File: src/rtl/seg7_pkg.sv
// Shared constants and the double-dabble nibble adjust for the 7-segment scheduler.
package seg7_pkg;

    localparam int NUM_DIGITS = 8;
    localparam int BCD_DIGITS = 10;

    localparam logic [1:0] ST_IDLE   = 2'd0;
    localparam logic [1:0] ST_SHIFT  = 2'd1;
    localparam logic [1:0] ST_UPDATE = 2'd2;

    localparam logic [6:0] SEG_BLANK = 7'b1111111;
    localparam logic [6:0] SEG_DASH  = 7'b0111111;

    // Nibbles never exceed 9 before the adjust, so the 4-bit add cannot carry out.
    function automatic logic [4*BCD_DIGITS-1:0] dabble_adjust(input logic [4*BCD_DIGITS-1:0] bcd);
        logic [4*BCD_DIGITS-1:0] res;
        res = bcd;
        for (int i = 0; i < BCD_DIGITS; i++) begin
            if (bcd[4*i +: 4] >= 4'd5) begin
                res[4*i +: 4] = bcd[4*i +: 4] + 4'd3;
            end
        end
        return res;
    endfunction

endpackage

File: src/rtl/seg7_digit_decoder.sv
// BCD digit to active-low {g,f,e,d,c,b,a} segment code; non-decimal inputs blank.
module seg7_digit_decoder
    import seg7_pkg::*;
(
    input  logic [3:0] digit_i,
    output logic [6:0] seg_o
);

    always_comb begin
        case (digit_i)
            4'd0:    seg_o = 7'b1000000;
            4'd1:    seg_o = 7'b1111001;
            4'd2:    seg_o = 7'b0100100;
            4'd3:    seg_o = 7'b0110000;
            4'd4:    seg_o = 7'b0011001;
            4'd5:    seg_o = 7'b0010010;
            4'd6:    seg_o = 7'b0000010;
            4'd7:    seg_o = 7'b1111000;
            4'd8:    seg_o = 7'b0000000;
            4'd9:    seg_o = 7'b0010000;
            default: seg_o = SEG_BLANK;
        endcase
    end

endmodule

File: src/rtl/seg7_bcd_scheduler.sv
// Iterative binary-to-BCD converter driving eight registered 7-segment digits.
//   state     | meaning
//   ST_IDLE   | waiting for an external or auto-refresh request; o_ready=1
//   ST_SHIFT  | 32 double-dabble steps, one input bit per clock
//   ST_UPDATE | decode BCD into o_hex*/o_ovf and pulse o_done
module seg7_bcd_scheduler
    import seg7_pkg::*;
#(
    parameter int   REFRESH_CYCLES = 0,
    parameter logic LZ_BLANK       = 1'b1
) (
    input  logic        i_clk,
    input  logic        i_rst,
    input  logic [31:0] i_value,
    input  logic        i_valid,
    output logic        o_ready,
    output logic        o_busy,
    output logic        o_done,
    output logic        o_ovf,
    output logic [6:0]  o_hex0,
    output logic [6:0]  o_hex1,
    output logic [6:0]  o_hex2,
    output logic [6:0]  o_hex3,
    output logic [6:0]  o_hex4,
    output logic [6:0]  o_hex5,
    output logic [6:0]  o_hex6,
    output logic [6:0]  o_hex7
);

    logic [1:0]                 state_q;
    logic [31:0]                bin_q;
    logic [4*BCD_DIGITS-1:0]    bcd_q;
    logic [4*BCD_DIGITS-1:0]    bcd_adj;
    logic [4:0]                 iter_q;
    logic                       done_q;
    logic                       ovf_q;
    logic                       ovf_d;
    logic [6:0]                 hex_q   [NUM_DIGITS];
    logic [6:0]                 hex_d   [NUM_DIGITS];
    logic [6:0]                 seg_dec [NUM_DIGITS];
    logic                       auto_req;
    logic                       accept;

    assign accept  = (state_q == ST_IDLE) && (i_valid || auto_req);
    assign bcd_adj = dabble_adjust(bcd_q);

    generate
        if (REFRESH_CYCLES > 0) begin : g_refresh
            localparam int            CW = $clog2(REFRESH_CYCLES + 1);
            localparam logic [CW-1:0] TC = CW'(REFRESH_CYCLES - 1);
            logic [CW-1:0] cnt_q;
            logic          req_q;

            // Request is registered one clock after the count hits TC.
            always_ff @(posedge i_clk) begin
                if (i_rst) begin
                    cnt_q <= '0;
                    req_q <= 1'b0;
                end else if (state_q != ST_IDLE || accept) begin
                    cnt_q <= '0;
                    req_q <= 1'b0;
                end else if (cnt_q == TC) begin
                    req_q <= 1'b1;
                end else begin
                    cnt_q <= cnt_q + CW'(1);
                end
            end

            assign auto_req = req_q;
        end else begin : g_no_refresh
            assign auto_req = 1'b0;
        end
    endgenerate

    for (genvar g = 0; g < NUM_DIGITS; g++) begin : g_dec
        seg7_digit_decoder u_dec (
            .digit_i (bcd_q[4*g +: 4]),
            .seg_o   (seg_dec[g])
        );
    end

    // lead_zero tracks "this digit and every digit above it are zero".
    always_comb begin
        logic lead_zero;
        ovf_d     = |bcd_q[4*BCD_DIGITS-1:4*NUM_DIGITS];
        lead_zero = 1'b1;
        for (int i = NUM_DIGITS - 1; i >= 0; i--) begin
            lead_zero = lead_zero && (bcd_q[4*i +: 4] == 4'd0);
            if (ovf_d) begin
                hex_d[i] = SEG_DASH;
            end else if (LZ_BLANK && (i != 0) && lead_zero) begin
                hex_d[i] = SEG_BLANK;
            end else begin
                hex_d[i] = seg_dec[i];
            end
        end
    end

    always_ff @(posedge i_clk) begin
        if (i_rst) begin
            state_q <= ST_IDLE;
            bin_q   <= '0;
            bcd_q   <= '0;
            iter_q  <= '0;
            done_q  <= 1'b0;
            ovf_q   <= 1'b0;
            for (int i = 0; i < NUM_DIGITS; i++) begin
                hex_q[i] <= SEG_BLANK;
            end
        end else begin
            done_q <= 1'b0;
            case (state_q)
                ST_IDLE: begin
                    if (accept) begin
                        bin_q   <= i_value;
                        bcd_q   <= '0;
                        iter_q  <= '0;
                        state_q <= ST_SHIFT;
                    end
                end
                ST_SHIFT: begin
                    {bcd_q, bin_q} <= {bcd_adj[4*BCD_DIGITS-2:0], bin_q, 1'b0};
                    iter_q         <= iter_q + 5'd1;
                    if (iter_q == 5'd31) begin
                        state_q <= ST_UPDATE;
                    end
                end
                ST_UPDATE: begin
                    hex_q   <= hex_d;
                    ovf_q   <= ovf_d;
                    done_q  <= 1'b1;
                    state_q <= ST_IDLE;
                end
                default: state_q <= ST_IDLE;
            endcase
        end
    end

    assign o_ready = (state_q == ST_IDLE);
    assign o_busy  = (state_q != ST_IDLE);
    assign o_done  = done_q;
    assign o_ovf   = ovf_q;
    assign o_hex0  = hex_q[0];
    assign o_hex1  = hex_q[1];
    assign o_hex2  = hex_q[2];
    assign o_hex3  = hex_q[3];
    assign o_hex4  = hex_q[4];
    assign o_hex5  = hex_q[5];
    assign o_hex6  = hex_q[6];
    assign o_hex7  = hex_q[7];

endmodule

File: config.mk
export PLATFORM = sky130hd
export DESIGN_NAME = seg7_bcd_scheduler
export DESIGN_NICKNAME = d
export VERILOG_FILES = /design/src/rtl/seg7_pkg.sv /design/src/rtl/seg7_digit_decoder.sv /design/src/rtl/seg7_bcd_scheduler.sv
export SDC_FILE = /design/constraint.sdc
export NUM_CORES = 1
export LEC_CHECK = 0
export ABC_CLOCK_PERIOD_IN_PS = 3300
export BUFFER_PORTS_ARGS = -buffer_cell sky130_fd_sc_hd__buf_2
export CORE_MARGIN = 2
export CORE_UTILIZATION = 49
export DETAILED_ROUTE_END_ITERATION = 6
export GPL_TIMING_DRIVEN = 1
export HOLD_SLACK_MARGIN = 0.08
export PLACE_DENSITY = 0.8
export SETUP_SLACK_MARGIN = 0.3
export SYNTH_ARGS = -nofsm -noshare
export SYNTH_HDL_FRONTEND = slang
export SYNTH_SLANG_ARGS = --single-unit
File: constraint.sdc
create_clock -name i_clk -period 3.3 [get_ports i_clk]
set_input_delay 0.495 -clock i_clk [delete_from_list [all_inputs] [get_ports i_clk]]
set_output_delay 0.495 -clock i_clk [all_outputs]
set_load 0.05 [all_outputs]
## Word level (Yosys, flattened, before mapping)

Memories as Yosys holds them, arrays and structs flattened. A register that Yosys moved wholly into a read port is not among the register bits.
Index checks and enable logic that the tools add are counted.

- Memory bits (read-only): 896
- Bits in registers: 137
- Bits of input ports: 35
- Word-level logic and storage cells: 119
- Output and inout port bits: 60
- Memories kept: 8

- Mux-type cells: 51
- Reduce and logical (&&, ||, !) cells: 20
- Order comparisons: 10
- Add/subtract/negate cells: 11
- Eq/ne operators: 5

Memories:

| name | words | bits a word | read ports | clocked after memory_dff | write ports | RTL line | text |
|---|---|---|---|---|---|---|---|
| (name not given) | 16 | 7 | 1 | 1 | 0 | seg7_digit_decoder.sv:10 | `case (digit_i)` |
| (name not given) | 16 | 7 | 1 | 1 | 0 | seg7_digit_decoder.sv:10 |  |
| (name not given) | 16 | 7 | 1 | 1 | 0 | seg7_digit_decoder.sv:10 |  |
| (name not given) | 16 | 7 | 1 | 1 | 0 | seg7_digit_decoder.sv:10 |  |
| (name not given) | 16 | 7 | 1 | 1 | 0 | seg7_digit_decoder.sv:10 |  |
| (name not given) | 16 | 7 | 1 | 1 | 0 | seg7_digit_decoder.sv:10 |  |
| 2 more memories | - | - | - | - | - | - |  |

Operators with widths:

| cell | count |
|---|---|
| $mux 7 | 15 |
| $mux 4 | 25 |
| $pmux 40 s2 | 1 |
| $pmux 32 s2 | 1 |
| $ge 4x3->1 const B | 10 |
| $mux 40 | 1 |
| $add 4x2->4 const B | 9 |
| $mux 32 | 1 |
| $logic_not 4->1 | 7 |
| $pmux 5 s2 | 1 |
| $reduce_or 8->1 | 1 |
| $logic_and 1x1->1 | 7 |
| $add 5x1->5 const B | 1 |
| $eq 5x5->1 const B | 1 |
| $mux 5 | 1 |
| $mux 2 | 2 |
| $pmux 2 s2 | 1 |
| $reduce_and 2->1 | 2 |
| $reduce_bool 2->1 | 2 |
| $add 3x2->3 const B | 1 |
| $mux 3 | 1 |
| $eq 2x1->1 const B | 1 |
| $eq 2x2->1 const B | 1 |
| $logic_not 2->1 | 1 |
| 3 further kinds | 3 |

## Logic depth before layout (Yosys ltp)

- Depth after elaboration: 9
- Depth in mapped cells: 13
- Gate-level depth less buffers: 13

## By module

A second synthesis with hierarchy kept.

- Cell total of the unflattened synthesis: 949
- Area, all modules: 7,702.4 µm²

Modules (own cells, without submodules):

| module | cells each | instances | sequential area each (µm²) | area each (µm²) |
|---|---|---|---|---|
| seg7_bcd_scheduler | 690 | 1 | 2,742.6 | 6,038.3 |
| seg7_digit_decoder (g_dec[0].u_dec ...) | 33 | 6 | 0.0 | 210.2 |
| seg7_digit_decoder (g_dec[7].u_dec) | 30 | 1 | 0.0 | 202.7 |
| seg7_digit_decoder (g_dec[3].u_dec) | 31 | 1 | 0.0 | 200.2 |

## Worst setup path after synthesis

Ideal clock, no wire load.

- Path kind: input -> register
- Start point: input i_rst
- End point: register, netlist name g_dec[2].u_dec.seg_o[4]
- Arrival: 2.445 ns
- Stages: 12
- Path buffers: 3
- Data required time: 3.230 ns
- Slack: 0.785 ns
- Library setup time: 0.070 ns
- Cells stage by stage: clkbuf_1 > or3b_1 > buf_2 > buf_2 > o21ai_0 > inv_1 > ha_1 > inv_1 > a21oi_1 > o21ai_0 > a221oi_1 > a21oi_1

- Word-level cells in the longest chain between the ends: 1

RTL lines:

| item | RTL line | text |
|---|---|---|
| start, declared | seg7_bcd_scheduler.sv:13 | `input logic i_rst,` |
| $mux 4 (no source line) | - |  |

Every way passes these cells.
A chain may end at the register's enable or synchronous reset.

## Worst setup path in the final report

- Start point: register state_q[0]
- End point: register, netlist name g_dec[2].u_dec.seg_o[4]

- Word-level cells in the longest chain between the ends: 6
- Elaborated cells on any way between the ends: 9
- Those cells by class: eq/ne (2); mux (3); reduce/logical (4)

RTL lines:

| item | RTL line | text |
|---|---|---|
| start, declared | seg7_bcd_scheduler.sv:30 | `logic [1:0] state_q;` |
| start signal, assigned | seg7_bcd_scheduler.sv:101 | `state_q <= ST_IDLE;` |
| start signal, assigned | seg7_bcd_scheduler.sv:118 | `state_q <= ST_SHIFT;` |
| start signal, assigned | seg7_bcd_scheduler.sv:125 | `state_q <= ST_UPDATE;` |
| $logic_not 2->1 | seg7_bcd_scheduler.sv:44, seg7_bcd_scheduler.sv:112 |  |
| $logic_and 1x1->1 | seg7_bcd_scheduler.sv:44 | `assign accept = (state_q == ST_IDLE) && (i_valid \|\| auto_req);` |
| $ne 2x1->1 (no source line) | - |  |
| $reduce_and 2->1 (no source line) | - |  |
| $mux 4 (no source line) (*) (2 in series) | - |  |

Mark *: on every way between the ends. The rest lies on a longest branch, timed or not.

==> flow_summary.toml <==
[sta]
relSlewSlack_pct = 45.8
hold_viol_final = 0
tightest_slew_ps = 812
fin_crit_ps = 2770
holdWs_ps = 310
slew_violations = 0
fin_tns_setup_ps = 0
setup_viol = 0
fin_crit_sh_pct = 84.1
max_freq_mhz = 361
rsz0062_at_grt = "false"
clock_skew_ps = 8.15

[routing]
vias_per_cell = 5.64
drt_iter0_drc = 549
drc = 0
routed_wl_um = 20700
ant_nets = 0
dr.pass1.iters = 5
via_count = 7790
detail_route.wl_per_cell_um = 15.0

[worst_setup_path]
path_class = "flip-flop to flip-flop"
path_buf_inv = 2
rrSetupSlack_ps = 530
critPathTopFamily = "compound AO/OA/AOI/OAI gates"
cpMaxStageDelayCell = "dfxtp_1"
max_stage_delay_ps = 570
required_ps = 3680
startpoint_type = "flip-flop"
crit_path_max_fanout = 11
cp_data_arrival_time_ps = 3150
crit_chain = "or3b_1 -> o21ai_0 -> inv_1 -> ha_1 -> inv_1 -> a21oi_1 -> o21ai_0 -> a221oi_1 -> a21oi_1"
endpoint_kind = "flip-flop"

[yosys]
ys.flop_type = "dfxtp_1"
synth_cells = 1061
syn_area_sq_um = 9290
ys_seq_elements = 193
synth-async-reset-ratio_pct = 0
synth_cell_types = 72
yosysWarnings = 0
synth_nets = 1166
synth_edf_count = 0
syn_avg_cell_area_sq_um = 8.76
ys_seq_area_share_pct = 41.6

[outcome]
status = "finished clean"

[min_path]
hp-class = "input port to flip-flop"

[pwr]
p_leak_nw = 4.36
powerDensity_nw_per_um2 = 453
ir_drop_mv = 0.391

[cts]
ctsLongestPathBuffers = 2
clkTransAtPathRegs_ps = 70
holdBufCountCts = 0
cts_root_buf = "clkbuf_16"
cts_setup_buffers = 0
insertion_delay_ps = 440
cts.sinks = 193
cts_tree = "built"
h-tree-depth = 4
ctsResizeCount = 0
numCtsBuffers = 17

[grt]
grt_start_max_net_pins = 134
globalRoute.totalOverflow = 0
grt_usage_pct = 20.7
grt_pass1_wl_um = 34100
antenna_found_initial = 0
grt_pass1_vias = 7197

[die]
die_area_sq_um = 20100
die_width_um = 142
ios = 95
floorplan.initialDensity_pct = 49.9
num_rows = 50
die_y_um = 142
core_area_sq_um = 18600

[layout]
final_area_sq_um = 10600
largest_reg_flops = 56
diodes = 0
synthToLayoutAreaGrowth_pct = 14.2
fin_nets = 1240
drive_above_1_share_pct = 16.0
fillers = 1621
utilization_pct = 56.9

[place]
dpl_cell_area_sq_um = 9990
gp_congestion = 0.921
hpwl_um = 14200
port_buffers = 94

[job]
cap_viol_max_count = 0
==> metal layers <==
layer | vias to the layer above | global-route usage, % | part of all wire, %
met3 | 39 | 4.25 | 4.9
met1 | 3628 | 26.3 | 45
met2 | 212 | 35.1 | 48
met4 | 0 | 6.95 | 2.2
met5 | - | 0 | 0
li1 | 3911 | - | -
==> final cells by class <==
cell class / instances / area, sq um / area share, %
Clock buffer: 19 / 453 / 4.27
Clock inverter: 13 / 175 / 1.65
Inverter: 52 / 195 / 1.84
Multi-Input combinational cell: 757 / 5000 / 47.1
Sequential cell: 193 / 3860 / 36.4
Tap cell: 234 / 293 / 2.76
Timing Repair Buffer: 114 / 636 / 5.99
==> synthesized netlist by cell type, types with 4 or more instances <==
cell type  number  area [sq um]
dfxtp_1       193          3860
nand2_1       113           424
nor2_1         89           334
ha_1           70           876
nand2b_1       56           350
a21oi_1        48           240
inv_1          47           176
o21ai_0        44           220
o22ai_1        37           231
clkbuf_1       36           135
nor3_1         35           175
a311oi_1       31           272
nand3_1        21           105
buf_2          16          80.1
a211oi_1       15           113
mux2i_1        11           110
o31ai_1        11          82.6
xnor2_1        11          96.3
and2_1         10          62.6
and3_1         10          62.6
a21o_1          8          60.1
a31oi_1         8          50.1
a22oi_1         7          52.6
nor2b_1         7          43.8
nor3b_1         7          52.6
nor4bb_1        7          70.1
a22o_1          6          52.6
o21bai_1        6          45.0
buf_1           5          18.8
inv_2           5          18.8
nor4_1          5          31.3
o21ai_1         5          25.0
xor2_1          5          43.8
a21oi_2         4          35.0
a221oi_2        4          60.1
a31o_2          4          35.0
a32o_1          4          40.0
a32oi_1         4          35.0
o31a_1          4          35.0
or2_2           4          25.0
==> logic make-up (layout without fill, tap and decap cells) <==
logic type / Yosys count / after routing / share of synthesized area, %
AO/OA/AOI/OAI: 282 / 282 / 21.6
XOR/XNOR: 16 / 16 / 1.51
adder cells (fa/ha/maj): 70 / 70 / 9.42
buffers and inverters: 111 / 198 / 4.75
flip-flops: 193 / 193 / 41.6
multiplexers: 13 / 13 / 1.43
AND/OR/NAND/NOR: 376 / 376 / 19.7
==> where the power goes <==
part	total, mW	switching [mW]	internal (mW)
clock	2.18	0.933	1.25
sequential	2.39	0.0231	2.37
combinational	0.233	0.147	0.0852
total	4.80	1.10	3.70
==> cells in the final DEF, fill, tap and decap left out, types with 15 or more instances in the layout <==
cell       instances
nand2_1          113
nor3_1            35
inv_1             47
o21ai_0           44
ha_1              70
dfxtp_1          193
o22ai_1           37
a211oi_1          15
buf_2             93
nor2_1            88
nand3_1           21
clkbuf_16         17
a21oi_1           48
a311oi_1          31
buf_4             20
nand2b_1          55
==> stage by stage <==
stage                     power (mW)  worst slack, ps  cells
after floorplan                 2.60              785   1061
after global placement          2.67              677   1350
after detailed placement        2.67              549   1350
after CTS                       4.84              595   1382
after global routing            4.96              363   1382
final                           4.80              526   1382
==> worst paths after layout <==
path | depth (start not counted) | startpoint | end
worst max-delay path | 9 | state_q[0]$_SDFFE_PP0P_ | g_dec[2].u_dec.seg_o[4]$_DFF_P_
worst min-delay path | 3 | i_value[7] | bin_q[7]$_SDFFE_PP0N_
worst max register to register | 9 | state_q[0]$_SDFFE_PP0P_ | g_dec[2].u_dec.seg_o[4]$_DFF_P_
worst min register to register | 2 | g_dec[0].u_dec.seg_o[6]$_DFF_P_ | o_hex0[6]$_SDFFE_PP1P_
==> tightest hold or removal path: stages <==
cell      delay, ps
buf_2            90
nand2_1          40
a311oi_1         70
No activity file was read; power rests on OpenSTA's default activity.
